**src/rtl/imem_fetch_pkg.sv**
```systemverilog
// Shared types and constants for the instruction-fetch sequencer.
package imem_fetch_pkg;

  localparam int ADDR_W_DEF = 8;
  localparam int DATA_W_DEF = 32;
  localparam int PC_STEP    = 4;

  typedef enum logic [1:0] {
    IDLE   = 2'd0,
    RUN    = 2'd1,
    HALTED = 2'd2
  } state_e;

endpackage

```
**src/rtl/imem_fetch_buf.sv**
```systemverilog
// Two-entry {pc, instr} fetch FIFO. The head lives in dedicated registers so
// the outputs are registered and hold their last value once the buffer empties.
module fetch_buf #(
  parameter int ADDR_W = 8,
  parameter int DATA_W = 32
) (
  input  logic              clk,
  input  logic              rst_n,
  input  logic              push,
  input  logic [ADDR_W-1:0] push_pc,
  input  logic [DATA_W-1:0] push_instr,
  input  logic              pop,
  input  logic              flush,
  output logic [1:0]        count,
  output logic              head_valid,
  output logic [ADDR_W-1:0] head_pc,
  output logic [DATA_W-1:0] head_instr
);

  logic [1:0]        count_q, count_d;
  logic [ADDR_W-1:0] head_pc_q, head_pc_d, nxt_pc_q, nxt_pc_d;
  logic [DATA_W-1:0] head_instr_q, head_instr_d, nxt_instr_q, nxt_instr_d;

  always_comb begin
    count_d      = count_q;
    head_pc_d    = head_pc_q;
    head_instr_d = head_instr_q;
    nxt_pc_d     = nxt_pc_q;
    nxt_instr_d  = nxt_instr_q;
    if (flush) begin
      count_d = 2'd0;
    end else begin
      case ({push, pop})
        2'b10: begin
          if (count_q == 2'd0) begin
            head_pc_d    = push_pc;
            head_instr_d = push_instr;
            count_d      = 2'd1;
          end else if (count_q == 2'd1) begin
            nxt_pc_d    = push_pc;
            nxt_instr_d = push_instr;
            count_d     = 2'd2;
          end
        end
        2'b01: begin
          if (count_q == 2'd2) begin
            head_pc_d    = nxt_pc_q;
            head_instr_d = nxt_instr_q;
            count_d      = 2'd1;
          end else if (count_q == 2'd1) begin
            count_d = 2'd0;
          end
        end
        2'b11: begin
          // Simultaneous push/pop keeps occupancy; the new entry lands behind whatever remains.
          if (count_q == 2'd2) begin
            head_pc_d    = nxt_pc_q;
            head_instr_d = nxt_instr_q;
            nxt_pc_d     = push_pc;
            nxt_instr_d  = push_instr;
          end else begin
            head_pc_d    = push_pc;
            head_instr_d = push_instr;
            count_d      = 2'd1;
          end
        end
        default: ;
      endcase
    end
  end

  always_ff @(posedge clk or negedge rst_n) begin
    if (!rst_n) begin
      count_q      <= 2'd0;
      head_pc_q    <= '0;
      head_instr_q <= '0;
      nxt_pc_q     <= '0;
      nxt_instr_q  <= '0;
    end else begin
      count_q      <= count_d;
      head_pc_q    <= head_pc_d;
      head_instr_q <= head_instr_d;
      nxt_pc_q     <= nxt_pc_d;
      nxt_instr_q  <= nxt_instr_d;
    end
  end

  assign count      = count_q;
  assign head_valid = (count_q != 2'd0);
  assign head_pc    = head_pc_q;
  assign head_instr = head_instr_q;

endmodule

```
**src/rtl/imem_fetch_ctrl.sv**
```systemverilog
// Instruction-fetch sequencer: owns the PC, reads the combinational instruction
// memory and streams {pc, instr} to decode through a 2-entry buffer.
module imem_fetch_ctrl
  import imem_fetch_pkg::*;
#(
  parameter int                ADDR_W   = ADDR_W_DEF,
  parameter int                DATA_W   = DATA_W_DEF,
  parameter logic [ADDR_W-1:0] RESET_PC = '0,
  parameter int                DEPTH    = 2
) (
  input  logic              clk,
  input  logic              rst_n,
  input  logic              start,
  input  logic              halt_req,
  input  logic              redirect_valid,
  input  logic [ADDR_W-1:0] redirect_pc,
  output logic [ADDR_W-1:0] imem_addr,
  input  logic [DATA_W-1:0] imem_instr,
  output logic              out_valid,
  input  logic              out_ready,
  output logic [DATA_W-1:0] out_instr,
  output logic [ADDR_W-1:0] out_pc,
  output logic              busy,
  output logic [15:0]       fetch_count
);

  localparam logic [1:0] FULL_CNT = 2'(DEPTH);

  state_e            state_q, state_d;
  logic              busy_q, busy_d;
  logic [ADDR_W-1:0] pc_q, pc_d;
  logic [15:0]       fetch_count_q, fetch_count_d;
  logic [1:0]        buf_count;
  logic              pop, push;

  assign pop  = out_valid & out_ready;
  assign push = (state_q == RUN) & ~redirect_valid & ((buf_count != FULL_CNT) | pop);

  always_comb begin
    state_d = state_q;
    case (state_q)
      IDLE:    if (start)    state_d = RUN;
      RUN:     if (halt_req) state_d = HALTED;
      HALTED:  if (start)    state_d = RUN;
      default:               state_d = IDLE;
    endcase
    busy_d = (state_d == RUN);
  end

  always_comb begin
    pc_d          = pc_q;
    fetch_count_d = fetch_count_q;
    if (redirect_valid) begin
      // Targets are word aligned; the low address bits are dropped.
      pc_d = redirect_pc & ~ADDR_W'(PC_STEP - 1);
    end else if (push) begin
      pc_d          = pc_q + ADDR_W'(PC_STEP);
      fetch_count_d = fetch_count_q + 16'd1;
    end
  end

  always_ff @(posedge clk or negedge rst_n) begin
    if (!rst_n) begin
      state_q       <= IDLE;
      busy_q        <= 1'b0;
      pc_q          <= RESET_PC;
      fetch_count_q <= 16'd0;
    end else begin
      state_q       <= state_d;
      busy_q        <= busy_d;
      pc_q          <= pc_d;
      fetch_count_q <= fetch_count_d;
    end
  end

  fetch_buf #(
    .ADDR_W (ADDR_W),
    .DATA_W (DATA_W)
  ) u_buf (
    .clk        (clk),
    .rst_n      (rst_n),
    .push       (push),
    .push_pc    (pc_q),
    .push_instr (imem_instr),
    .pop        (pop),
    .flush      (redirect_valid),
    .count      (buf_count),
    .head_valid (out_valid),
    .head_pc    (out_pc),
    .head_instr (out_instr)
  );

  assign imem_addr   = pc_q;
  assign busy        = busy_q;
  assign fetch_count = fetch_count_q;

endmodule

```
**config.mk**
```make
export PLATFORM = sky130hd
export DESIGN_NAME = imem_fetch_ctrl
export DESIGN_NICKNAME = d
export VERILOG_FILES = /design/src/rtl/imem_fetch_pkg.sv /design/src/rtl/imem_fetch_buf.sv /design/src/rtl/imem_fetch_ctrl.sv
export SDC_FILE = /design/constraint.sdc
export NUM_CORES = 1
export LEC_CHECK = 0
export ABC_AREA = 1
export BUFFER_PORTS_ARGS = -buffer_cell sky130_fd_sc_hd__buf_2
export CORE_UTILIZATION = 57
export DETAILED_ROUTE_END_ITERATION = 16
export PLACE_DENSITY = 0.82
export SETUP_SLACK_MARGIN = 0.1
export SLEW_MARGIN = 20
export SYNTH_ARGS = -nofsm -noshare
export SYNTH_HDL_FRONTEND = slang
export SYNTH_SLANG_ARGS = --single-unit
```
**constraint.sdc**
```tcl
create_clock -name clk -period 3.9 [get_ports clk]
set_input_delay 0.195 -clock clk [delete_from_list [all_inputs] [get_ports clk]]
set_output_delay 0.195 -clock clk [all_outputs]
set_load 0.005 [all_outputs]
```
; ---- Word level (Yosys, flattened, before mapping)
; Index checks and enable logic that the tools add are counted.
[totals]
regBits = 109
input_bits = 46
[classes]
n_bitwise = 5
mux = 28
add_sub_neg = 2
eq_ne = 17
reduce_logical = 12
[op_table]
columns = operator, count
row1 = 32-bit 2-to-1 mux, 6
row2 = 32-bit one-hot mux with 3 select lines, 1
row3 = 8-bit 2-to-1 mux, 8
row4 = 32-bit one-hot mux with 2 select lines, 1
row5 = 8-bit one-hot mux with 3 select lines, 1
row6 = "16-bit by 1-bit adder with 16-bit output, second input constant", 1
row7 = 2-bit 2-to-1 mux, 8
row8 = 8-bit one-hot mux with 2 select lines, 1
row9 = "8-bit by 3-bit adder with 8-bit output, second input constant", 1
row10 = "2-bit by 1-bit == test with 1-bit output, second input constant", 4
row11 = "2-bit == test, second input constant", 4
row12 = "2-bit by 1-bit != test with 1-bit output, second input constant", 4
row13 = "4-bit by 2-bit != test with 1-bit output, second input constant", 2
row14 = 4-bit AND reduction, 2
row15 = 2-bit one-hot mux with 3 select lines, 1
row16 = 2-bit nonzero test, 3
row17 = 5-bit AND reduction, 1
row18 = 2-bit zero test, 2
row19 = "2-bit != test, second input constant", 2
row20 = 2-bit one-hot mux with 2 select lines, 1
row21 = 4-bit nonzero test, 1
row22 = 1-bit AND, 3
row23 = "3-bit != test, second input constant", 1
row24 = 3-bit nonzero test, 1
row25 = other kinds (4), 4

; ---- Longest topological paths before layout
[logic_depth]
ltp_word = 7
mapped_depth = 11
ltp_nobuf = 10

; ---- Cells and area by module
; A second synthesis with hierarchy kept.
[unflattened]
cells_unflattened = 800
hier_area_um2 = 5679.2
[modules_own_cells]
columns = mod, area_per_inst_um2, seq_area_each_um2, cells_per_inst, instances
row1 = fetch_buf, 4274.1, 2052.0, 616, 1
row2 = imem_fetch_ctrl, 1405.1, 625.6, 184, 1

; ---- Worst setup path before layout
; OpenSTA, ideal clock, no wires.
[synth_path]
path_kind = reg-to-reg
startpoint = register u_buf.count_q[0] (netlist: u_buf.count[0])
endpoint = register fetch_count_q[6] (netlist: fetch_count[6])
required_ps = 3780
path_stages_with_launch = 10
setup_ps = 120
setup_slack_ps = 2310
arrival_ps = 1470
period_less_slack_ps = 1590
cell_sequence = dfrtp_1 > inv_1 > ha_1 > buf_2 > buf_4 > a21oi_1 > buf_4 > nand2_1 > o21ai_1 > nand2_1
[synth_between]
elab_chain_cells = 5
elab_cells_between_ends = 6
cone_classes = eq/ne (1) / bitwise (3) / reduce/logical (2)
[synth_rtl]
columns = item, line
row1 = from (decl), imem_fetch_buf.sv:20  ; logic [1:0] count_q, count_d;
row2 = from (signal assigned), imem_fetch_buf.sv:80  ; count_q <= count_d;
row3 = 2-bit nonzero test, imem_fetch_buf.sv:89  ; assign head_valid = (count_q != 2'd0);
row4 = 1-bit AND, imem_fetch_ctrl.sv:36  ; assign pop = out_valid & out_ready;
row5 = 1-bit bitwise OR (*), imem_fetch_ctrl.sv:37  ; assign push = (state_q == RUN) & ~redirect_valid & ((buf_count != FULL_CNT) | pop);
row6 = 1-bit AND (*), imem_fetch_ctrl.sv:37
row7 = 2-bit AND reduction (no source line) (*), --
row8 = to (signal assigned), imem_fetch_ctrl.sv:72  ; fetch_count_q <= fetch_count_d;
row9 = to (decl), imem_fetch_ctrl.sv:32  ; logic [15:0] fetch_count_q, fetch_count_d;
; Mark *: on every way between the ends. The rest lies on a longest branch, timed or not.
; A chain may end at the register's enable or synchronous reset.

; ---- Worst setup path in the final report
[layout_path]
startpoint = register u_buf.count_q[0] (netlist: u_buf.count[0])
endpoint = register u_buf.head_instr_q[2] (netlist: u_buf.head_instr[2])
[layout_between]
elab_chain_cells = 7
elab_cells_between_ends = 16
cone_classes = eq/ne (7) / mux (2) / bitwise (3) / reduce/logical (4)
[layout_rtl]
columns = item, line
row1 = 2-bit nonzero test, imem_fetch_buf.sv:89
row2 = 1-bit AND, imem_fetch_ctrl.sv:36
row3 = 1-bit bitwise OR, imem_fetch_ctrl.sv:37
row4 = 1-bit AND, imem_fetch_ctrl.sv:37
row5 = 2-bit by 1-bit == test with 1-bit output / 2-bit == test (equally long branches), imem_fetch_buf.sv:33  ; case ({push, pop})
row6 = 2-bit by 1-bit != test with 1-bit output (no source line) / 3-bit nonzero test (equally long branches), --
row7 = 4-bit AND reduction (no source line), --
row8 = to (signal assigned), imem_fetch_buf.sv:82  ; head_instr_q <= head_instr_d;
row9 = to (decl), imem_fetch_buf.sv:22  ; logic [DATA_W-1:0] head_instr_q, head_instr_d, nxt_instr_q, nxt_instr_d;
; Several ways; a longest one is shown, not always the timed one.

==> results_dict.tcl <==
set metrics [dict create \
    synth-compound-area-share_pct 8.35 \
    post-route-worst-setup-slack_ns 1.27 \
    yosys_synthesis_warning_count 0 \
    clk_pin_slew_worst_setup_hold_paths_ns 0.10 \
    global_route.usage.total_pct 25.6 \
    crit_required_ns 4.19 \
    layout_worst_path_cycle_share_pct 67.4 \
    critical_path_peak_fanout 38 \
    cell_variety_after_synth 24 \
    layout.cells.most_common_list "350 x sky130_fd_sc_hd__nand2_1, 106 x sky130_fd_sc_hd__buf_2, 104 x sky130_fd_sc_hd__dfrtp_1" \
    io_buffers 107 \
    synth_top_family_by_area "simple AND/OR/NAND/NOR gates" \
    cellPowerDensity_nw_per_um2 638 \
    dp_hpwl_um 8110 \
    totalPowerFinal_w 0.00411 \
    synth_edf_count 0 \
    synth-simple-area-share_pct 34.3 \
    seq_area_frac_synth_pct 45.3 \
    grt_max_degree 83 \
    postSynth.asyncResetShare_pct 100 \
    tritoncts_clock_tree "yes" \
    worst_slack_after_detailed_placement_ns 1.28 \
    finalWirelength_um 12600 \
    timing.clock.skew_ns 0.0133 \
    setup.worst_path.class "reg2reg" \
    worst_setup_path_end_kind "register" \
    power.ir.vdd_worst_v 0.000353 \
    area_of_the_die_um2 10500 \
    timing.setup.tns_ns 0 \
    critPathLaunch "u_buf.count[0]" \
    insertedDiodeCount 0 \
    dp.cells 1007 \
    vias 5273 \
    place.gp.congestion 0.870 \
    cts.path.max_buffers 2 \
    floorplan.initialDensity_pct 58.7 \
    maxSlewHeadroom_pct 37.5 \
    synthesis.area_um2 5740 \
    total_leakage_power_nw 3.39 \
    finalSetupViolCount 0 \
    area_growth_syn_to_layout_pct 12.3 \
    detailed_route_vias_per_instance 5.15 \
    drt_pre_antenna_iters 6 \
    synth_top_flop_cell "sky130_fd_sc_hd__dfrtp_1" \
    worst_reg_to_reg_path_cell_count 10 \
    row_count 36 \
    timing.rr.start "u_buf.count[0]" \
    hold_startpoint "redirect_pc[4]" \
    fmaxAchievable_ghz 0.380 \
    grt_pass1_wl_um 21100 \
    grt_pass1_vias 4609 \
    clock_sink_count 104 \
    synth.ff_latch_count 104 \
    outcome "finished, final reports clean" \
    maximum_level_of_the_cts_h_tree 3 \
    grt_setup_unrepaired "false" \
    wl_per_cell_um 12.3 \
    overflow 0 \
    critPathArrivalTime_ns 2.92 \
    holdWs_ns 0.0390 \
    cells_after_synth 806 \
    drc 0 \
    cap_viol_max_count 0 \
    worst_slew_pin_tran_ns 0.935 \
    die-width_um 102 \
    detail_route.iter0.violations 259 \
    postCtsResizedCells 0 \
    dieHeight_um 102 \
    proportion_of_layout_cells_with_a_drive_suffix_above_1_pct 15.6 \
    final_antenna_net_count 0 \
    synth_adder_area_share_pct 1.09 \
    layout.nets 937 \
    post-route-min-period_ns 2.63 \
    maxSlewViolCount 0 \
    finalNonFillerCells 1023 \
    hold_depth 3 \
    synthMuxAreaShare_pct 0 \
    core_region_area_um2 9770 \
    antenna_found_initial 0 \
    cp-start-kind "register" \
    hold_viol_final 0 \
    worstHoldPathType "in2reg" \
    ctsRootBufferMaster "sky130_fd_sc_hd__clkbuf_8" \
    most_common_cell_after_layout_fill_and_taps_aside "sky130_fd_sc_hd__nand2_1" \
    cts_inserted_buffers 9 \
    clock_insertion_delay_worst_skew_ns 0.37 \
    top_level_ports 112 \
    synth-xor-area-share_pct 1.37 \
    post_synth.cell_area_avg_um2 7.12 \
]
-- kinds of logic after synthesis --
family | count (synthesis)
AND/OR/NAND/NOR | 481
other | 1
XOR/XNOR | 9
AO/OA/AOI/OAI | 95
adder cells (fa/ha/maj) | 5
flip-flops | 104
buffers and inverters | 111
-- worst paths after layout --
check / endpoint / slack [ns]
setup / recovery: u_buf.head_instr[2] / 1.27
hold / removal: imem_addr[4] / 0.04
setup reg to reg: u_buf.head_instr[2] / 1.27
hold reg to reg: u_buf.head_instr[3] / 0.48
max in group asynchronous: u_buf.nxt_pc_q[3] / 2.63
min in group asynchronous: u_buf.head_instr[19] / 0.42
-- state kept, by name, indices dropped and copies added (netlist names) --
name and cells:
u_buf.nxt_pc_q 6, imem_addr 6, state_q 2, u_buf.head_pc 7, u_buf.nxt_instr_q 32, u_buf.head_instr 32
fetch_count 16, busy 1, u_buf.count 2
-- stage by stage --
step	util [%]	cell area (um^2)
3_3_place_gp	63.7	6230
3_5_place_dp	63.7	6230
5_1_grt	66.0	6450
4_1_cts	65.8	6430
6_report	66.0	6450
2_1_floorplan	-	5740
-- what timing repair did --
| item | CTS | global route |
|---|---|---|
| buffers inserted | 0 | 0 |
| endpoints found under the hold margin | 0 | 81 |
| hold buffers | 0 | 1 |
-- routing by layer --
| metal | vias to the layer above | track usage [%] | part of all wire (%) |
|---|---|---|---|
| met4 | 0 | 8.57 | 1.4 |
| li1 | 2696 | - | - |
| met5 | - | 0 | 0 |
| met2 | 145 | 42.4 | 46 |
| met1 | 2414 | 34.4 | 47 |
| met3 | 18 | 3.83 | 4.9 |
-- worst max-delay path: stages (launching register included) --
cell and delay, ns:
sky130_fd_sc_hd__dfrtp_1 0.39, sky130_fd_sc_hd__inv_1 0.07, sky130_fd_sc_hd__ha_1 0.23, sky130_fd_sc_hd__inv_2 0.07, sky130_fd_sc_hd__nand2_2 0.30, sky130_fd_sc_hd__buf_4 0.37, sky130_fd_sc_hd__nor2_4 0.75, sky130_fd_sc_hd__nand2_1 0.11
sky130_fd_sc_hd__nand3_1 0.11, sky130_fd_sc_hd__nand2_1 0.07, sky130_fd_sc_hd__nand2_1 0.09
-- report_power, final --
part / leakage [nW] / internal [W] / switching, W
Combinational: 1.97 / 0.000613 / 0.000931
Clock: 0.0967 / 0.000360 / 0.000355
Sequential: 1.32 / 0.00152 / 0.000336
-- synth_stat cells (2+ instances only) --
library cell	n	share of area (%)
sky130_fd_sc_hd__nand2_1	351	23
sky130_fd_sc_hd__dfrtp_1	104	45
sky130_fd_sc_hd__nand3_1	94	8.2
sky130_fd_sc_hd__o21ai_0	79	6.9
sky130_fd_sc_hd__inv_1	61	4.0
sky130_fd_sc_hd__nor2_1	24	1.6
sky130_fd_sc_hd__buf_2	17	1.5
sky130_fd_sc_hd__buf_4	12	1.6
sky130_fd_sc_hd__o21ai_1	11	0.96
sky130_fd_sc_hd__clkbuf_1	9	0.59
sky130_fd_sc_hd__buf_6	8	1.6
sky130_fd_sc_hd__nand4_1	6	0.65
sky130_fd_sc_hd__ha_1	5	1.1
sky130_fd_sc_hd__xor2_1	5	0.76
sky130_fd_sc_hd__a21oi_1	4	0.35
sky130_fd_sc_hd__xnor2_1	4	0.61
sky130_fd_sc_hd__nand3_2	3	0.52
sky130_fd_sc_hd__buf_1	2	0.13
sky130_fd_sc_hd__inv_2	2	0.13
-- final cells by class --
class,instances,area (um^2)
fillers,871,3330
multi-input cells,592,2620
flip-flops and latches,104,2600
repair buffers,116,624
inverters,63,236
well taps,133,166
clock buffers,12,135
clock inverters,3,67.6
Note: power is estimated with default switching activity, not from simulation.
